## src/rtl/conv_sequencer.sv

```systemverilog
// rtl/conv_sequencer.sv - kernel/pixel sequencer and result counter for a KxK convolution engine
module conv_sequencer #(
  parameter int MAX_XRES = 128,
  parameter int MAX_YRES = 128,
  parameter int XRES1    = 16,
  parameter int XRES2    = 32,
  parameter int XRES3    = 64,
  parameter int XRES4    = 4,
  parameter int XRES5    = 8,
  parameter int K        = 3,
  parameter int WIDTH    = 16
) (
  input  logic                              clock,
  input  logic                              clock_areset_n,
  input  logic                              start,
  input  logic [2:0]                        xres_select,
  input  logic [$clog2(MAX_YRES+1)-1:0]     yres,
  output logic                              busy,
  output logic                              done,
  output logic                              err,
  input  logic                              kin_valid,
  output logic                              kin_ready,
  input  logic [WIDTH-1:0]                  kin_data,
  input  logic                              pin_valid,
  output logic                              pin_ready,
  input  logic [WIDTH-1:0]                  pin_data,
  output logic [2:0]                        cfg_xres_select,
  output logic                              kernel_data_shift,
  output logic [WIDTH-1:0]                  kernel_data,
  output logic                              data_shift,
  output logic [WIDTH-1:0]                  data,
  output logic                              enable_calc,
  input  logic                              result_valid
);

  localparam int XW = $clog2(MAX_XRES);
  localparam int YW = $clog2(MAX_YRES+1);
  localparam int RW = $clog2(MAX_XRES*MAX_YRES+1);
  localparam int KW = $clog2(K*K+1);

  localparam logic [XW-1:0] X_KM1  = XW'(K-1);
  localparam logic [YW-1:0] Y_KM1  = YW'(K-1);
  localparam logic [KW-1:0] K_LAST = KW'(K*K-1);

  typedef enum logic [2:0] {IDLE, LOAD_KERNEL, STREAM, DRAIN, DONE} state_t;

  state_t        state, state_next;
  logic [XW:0]   xres_sel;
  logic          bad_cfg;
  logic          accept;
  logic [RW-1:0] exp_cols, exp_rows, exp_next;
  logic [XW-1:0] xres_last, x;
  logic [YW-1:0] yres_last, y;
  logic [KW-1:0] kcount;
  logic [RW-1:0] result_count, expected;
  logic          k_hs, p_hs, last_k, last_p;
  logic          rv_cnt, count_hit;

  // Decode the requested line length and validate the frame request
  always_comb begin
    xres_sel = '0;
    case (xres_select)
      3'd0:    xres_sel = (XW+1)'(XRES1);
      3'd1:    xres_sel = (XW+1)'(XRES2);
      3'd2:    xres_sel = (XW+1)'(XRES3);
      3'd3:    xres_sel = (XW+1)'(XRES4);
      3'd4:    xres_sel = (XW+1)'(XRES5);
      default: xres_sel = '0;
    endcase
    bad_cfg  = (xres_select > 3'd4) || (yres < YW'(K)) || (yres > YW'(MAX_YRES));
    exp_cols = RW'(xres_sel) - RW'(K-1);
    exp_rows = RW'(yres) - RW'(K-1);
    exp_next = exp_cols * exp_rows;
  end

  assign accept    = (state == IDLE) && start && !bad_cfg;
  assign k_hs      = kin_valid && (state == LOAD_KERNEL);
  assign p_hs      = pin_valid && (state == STREAM);
  assign last_k    = (kcount == K_LAST);
  assign last_p    = (x == xres_last) && (y == yres_last);
  assign rv_cnt    = result_valid && busy && (result_count != expected);
  assign count_hit = (result_count == expected) ||
                     (rv_cnt && ((result_count + RW'(1)) == expected));

  // State register
  always_ff @(posedge clock or negedge clock_areset_n) begin
    if (!clock_areset_n) state <= IDLE;
    else                 state <= state_next;
  end

  // Next-state decode and state-derived stream controls
  always_comb begin
    state_next        = state;
    busy              = (state != IDLE);
    done              = (state == DONE);
    kin_ready         = (state == LOAD_KERNEL);
    pin_ready         = (state == STREAM);
    kernel_data_shift = k_hs;
    kernel_data       = (state == LOAD_KERNEL) ? kin_data : '0;
    data_shift        = p_hs;
    data              = (state == STREAM) ? pin_data : '0;
    case (state)
      IDLE:        if (accept) state_next = LOAD_KERNEL;
      LOAD_KERNEL: if (k_hs && last_k) state_next = STREAM;
      STREAM:      if (p_hs && last_p) state_next = DRAIN;
      DRAIN:       if (count_hit) state_next = DONE;
      DONE:        state_next = IDLE;
      default:     state_next = IDLE;
    endcase
  end

  // Configuration latch, raster counters, result counter and registered strobes
  always_ff @(posedge clock or negedge clock_areset_n) begin
    if (!clock_areset_n) begin
      err             <= 1'b0;
      enable_calc     <= 1'b0;
      cfg_xres_select <= '0;
      xres_last       <= '0;
      yres_last       <= '0;
      expected        <= '0;
      kcount          <= '0;
      x               <= '0;
      y               <= '0;
      result_count    <= '0;
    end else begin
      err         <= (state == IDLE) && start && bad_cfg;
      enable_calc <= p_hs && (x >= X_KM1) && (y >= Y_KM1);
      if (accept) begin
        cfg_xres_select <= xres_select;
        xres_last       <= XW'(xres_sel - (XW+1)'(1));
        yres_last       <= yres - YW'(1);
        expected        <= exp_next;
        kcount          <= '0;
        x               <= '0;
        y               <= '0;
        result_count    <= '0;
      end else begin
        if (k_hs) kcount <= kcount + KW'(1);
        if (p_hs) begin
          if (x == xres_last) begin
            x <= '0;
            y <= y + YW'(1);
          end else begin
            x <= x + XW'(1);
          end
        end
        if (rv_cnt) result_count <= result_count + RW'(1);
      end
    end
  end

endmodule

```

## config.mk

```make
export PLATFORM = sky130hd
export DESIGN_NAME = conv_sequencer
export DESIGN_NICKNAME = d
export VERILOG_FILES = /design/src/rtl/conv_sequencer.sv
export SDC_FILE = /design/constraint.sdc
export NUM_CORES = 1
export LEC_CHECK = 0
export BUFFER_PORTS_ARGS = -buffer_cell sky130_fd_sc_hd__buf_2
export CORE_UTILIZATION = 55
export CTS_BUF_LIST = sky130_fd_sc_hd__clkbuf_4
export CTS_CLUSTER_DIAMETER = 150
export CTS_CLUSTER_SIZE = 28
export DETAILED_ROUTE_END_ITERATION = 10
export MAX_ROUTING_LAYER = met4
export PLACE_DENSITY = 0.87
export SETUP_SLACK_MARGIN = 0.02
export SLEW_MARGIN = 0
export SYNTH_ARGS = -nofsm -noshare
export SYNTH_HDL_FRONTEND = slang
export SYNTH_SLANG_ARGS = --single-unit
```

## constraint.sdc

```tcl
create_clock -name clock -period 3.11 [get_ports clock]
set_clock_uncertainty 0.15 [all_clocks]
set_input_delay 0.311 -clock clock [delete_from_list [all_inputs] [get_ports clock]]
set_output_delay 0.311 -clock clock [all_outputs]
set_load 0.01 [all_outputs]
```

==> results.md <==
* Outcome: finished with violations
* Violated checks: setup timing
* CP max stage delay at ~0.56 ns
* IO buf count at between 90 and 100
* Post-synthesis average cell area at about 8.6 µm²
* Yosys warns at 0
* Hpwl dp at around 12 mm
* H-tree levels at 3
* Global-route wire length before repair at just under 30 mm
* Worst-Skew Late Latency at about 0.44 ns
* Post-Syn Area at approximately 6300 µm²
* Crit Path Max Fanout at 5
* Worst Tran Pin Value at roughly 0.81 ns
* Worst r2r dst: result_count[9]
* Worst Path Arrival at 4.68 ns
* Main combinational cell family by area after synthesis: simple AND/OR/NAND/NOR gates
* Final Hold Fails at 0
* Worst setup EP type: register
* Final min period at about 4.5 ns
* FF-to-FF Start: result_count[8]
* Max Clock Freq at between 200 and 250 MHz
* Crit Path Category: primary input to register
* Final max-slew violation count at 0
* Hold WC Path Type: primary input to register
* Synth Net Count at between 800 and 900
* Crit path top cell by count: fa_1
* Critical path startpoint category: primary input
* Post-synthesis cell type count at 53
* Post-Synth XOR/XNOR Area at roughly a tenth
* Drt wl/cell at 18.9 µm
* Design Power at about 6.3 mW
* Slowest stage cell, crit path: fa_1
* Hold Path Stages at 3
* Async S/R FF share, synth at 100%
* Top cell type's share of synthesized area at around 28%
* Drt pass-1 iters at 5
* Critical-path cell list: buf_6 > clkinvlp_4 > ha_4 > nor3b_4 > nand2_2 > xnor2_2 > buf_4 > nand2_2 > fa_1 > fa_1 > fa_1 > fa_1 > inv_2 > ha_4 > nand4_1 > nand3_2 > nor2b_4 > o31ai_2 > xnor2_1 > o21ai_1
* Top post-synthesis cells by area: dfrtp_1 (28%), fa_1 (13%), ha_1 (8.5%), nand2_1 (6.2%), xor2_1 (5.5%)
* DRC at 0
* GR Util All Layers at about a third
* RSZ-0062 raised after global routing: yes
* Setup Viol. Count Final at 10
* Setup TNS at -10.67 ns
* Post-synth EDFFs at 0
* CTS sink count at 70
* Layout cells sized above 1 at just over 30%
* Via count at between 6000 and 7000
* CTS Root Cell: clkbuf_4
* MaxCap Viol Count at 0
* Period Utilization, post-route at 145%
* Post-synthesis mux area share at less than 1%
* Largest net degree at the start of global routing at 38
* Worst IR Drop VDD at roughly 0.56 mV
* Pwr per Cell Area at between 700 and 800 nW/µm²
* Die area at 12000 µm²
* Nets@finish at between 1000 and 1500
* Clock Path Buffers at 2
* Vias in the first global route at 6159
* Synth Flop Type: dfrtp_1
* Synth Area in Adders at between 20% and 30%
* FP Rows at 38
* #FFs+latches synth at 70
* Initial core utilization at a little under three fifths
* Post-place setup slack at -1.81 ns
* Routed Antenna Nets at 0
* Via/cell ratio at ~6
* Top Ports at just over 90
* Flop2flop setup slack at ~0.18 ns
* Slew headroom at between 40% and 50%
* Critical Path RT at approximately 3.3 ns
* Initial DRC Count at ~530
* Sequential fraction of the synthesis area at roughly 28%
* Layout Utilization at between 70% and 80%
* Hold path start: yres[0]
* Final wirelength at around 20 mm
* Placer Congestion at a little under 1
* Core area at 11000 µm²
* Worst-path clk slew at about 0.14 ns
* Chip height at 109 µm
* TritonCTS buffer count at 9
* Die W at approximately 110 µm
* Compound-Gate Fraction of Synth Area at a little under a tenth
* Worst Hold Path EP: yres_last[0]
* Post-Synthesis Cells at roughly 740
* CTS tree: yes
* Grt ovf at 0
* Simple-gate share of the synthesized area at between 20% and 30%
* LEAKAGE at about 4.1 nW
* Area leader, netlist: dfrtp_1
* Worst Reg-to-Reg Cells at 8
* Area grow syn2layout at 29.6%
* Final worst setup slack at -1.39 ns
* Diode count at 0
* Initial antenna violation count at 0
worst max path at each step:
stage | to | slack, ns | startpoint
after global routing | expected[14] | -1.50 | yres[1]
final | expected[14] | -1.39 | yres[1]
after global placement | expected[13] | -1.62 | yres[2]
after detailed placement | expected[14] | -1.81 | yres[2]
after CTS | expected[14] | -1.18 | yres[1]
after floorplan | expected[13] | -1.46 | yres[1]
metrics by stage:
| step | cell area (µm²) | instances | hold WS (ns) |
|---|---|---|---|
| 5_1_grt | 8220 | 1061 | 0.104 |
| 4_1_cts | 8080 | 1056 | 0.0588 |
| 2_1_floorplan | 6470 | 738 | -0.135 |
| 3_5_place_dp | 7560 | 1021 | 0.282 |
| 6_report | 8220 | 1061 | 0.130 |
| 3_3_place_gp | 7560 | 1021 | 0.275 |
what timing repair did:
| action | CTS | global route |
|---|---|---|
| pin swaps | 34 | 13 |
| setup endpoints to repair | 10 | 14 |
| gates cloned | 0 | 0 |
| gates resized for setup | 44 | 28 |
| hold endpoints to repair | 39 | 0 |
| setup buffers | 14 | 6 |
| hold buffers | 5 | 0 |
routing by layer:
layer	vias up	track usage, %	part of all wire [%]	routed length (µm)
li1	2770	-	-	-
met1	2992	36.9	34	6880
met2	459	55.7	49	9890
met3	142	4.33	9.3	1870
met4	0	21.1	6.9	1390
met5	-	-	0	0
worst max-delay path, delay by kind of cell:
| family | cells | cell delay, ns |
|---|---|---|
| AND/OR/NAND/NOR | 6 | 0.73 |
| adder cells (fa/ha/maj) | 6 | 2.54 |
| AO/OA/AOI/OAI | 2 | 0.34 |
| buffers and inverters | 4 | 0.40 |
| XOR/XNOR | 2 | 0.35 |
layout make-up:
class	instances	area, µm²
Multi-Input combinational cell	554	4500
Fill cell	683	2820
Sequential cell	70	1750
Timing Repair Buffer	194	1280
Inverter	87	335
Tap cell	140	175
Clock inverter	7	104
Clock buffer	9	67.6
placed cells by master (no fill, tap or decap), types with 4 or more instances in the layout:
cell type / synthesis / layout
or4_1: 8 / 8
or3_1: 7 / 7
dfrtp_1: 70 / 70
o31ai_1: 8 / 6
ha_1: 43 / 30
o21ai_0: 41 / 35
o21ai_1: 3 / 8
and3_1: 6 / 6
and2_1: 37 / 35
buf_6: 1 / 7
nor2_2: 1 / 7
nand2b_1: 4 / 4
buf_4: 3 / 93
inv_1: 87 / 75
ha_4: 0 / 11
inv_2: 0 / 9
a21oi_1: 17 / 13
nand4_1: 11 / 11
a21oi_2: 0 / 4
nand2_2: 0 / 6
xnor2_2: 1 / 5
nor3_4: 0 / 4
nor3_1: 16 / 11
nand3_1: 13 / 12
xnor2_1: 35 / 30
xor2_1: 40 / 40
dlygate4sd3_1: 0 / 5
nor2_1: 59 / 52
nand2_1: 104 / 96
clkbuf_4: 0 / 9
buf_2: 5 / 88
mux2i_1: 5 / 5
fa_1: 42 / 41
nor4_1: 5 / 5
nor2b_1: 5 / 4
cell families (layout without fill, tap and decap cells):
family / Yosys count / after routing
multiplexers: 5 / 5
adder cells (fa/ha/maj): 85 / 85
buffers and inverters: 114 / 297
AND/OR/NAND/NOR: 294 / 294
AO/OA/AOI/OAI: 94 / 94
XOR/XNOR: 76 / 76
flip-flops: 70 / 70
synthesized netlist by cell type (3+ instances only):
cell type,count
nand2b_1,4
nand2_1,104
fa_1,42
buf_2,5
o31ai_1,8
nor2b_1,5
o2111a_1,3
clkbuf_1,18
a21oi_1,17
and3_1,6
nand4_1,11
dfrtp_1,70
a211oi_1,3
inv_1,87
mux2i_1,5
nor3_1,16
nor4_1,5
nor2_1,59
or4_1,8
o21ai_1,3
a21o_1,3
buf_4,3
o21ai_0,41
xnor2_1,35
or2_2,4
ha_1,43
xor2_1,40
nand3_1,13
nor3b_1,3
o211ai_1,3
and2_1,37
or3_1,7
flip-flops by register name (all words and copies together) (netlist names):
register         count
expected            14
kcount               4
err                  1
yres_last            8
cfg_xres_select      3
y                    8
result_count        15
xres_last            6
state                3
enable_calc          1
x                    7
where the power goes:
group | switching [mW] | internal, mW | total, mW
sequential | 0.337 | 1.17 | 1.51
clock | 0.372 | 0.337 | 0.709
combinational | 2.11 | 2.01 | 4.12
No activity file was read; power rests on OpenSTA's default activity.
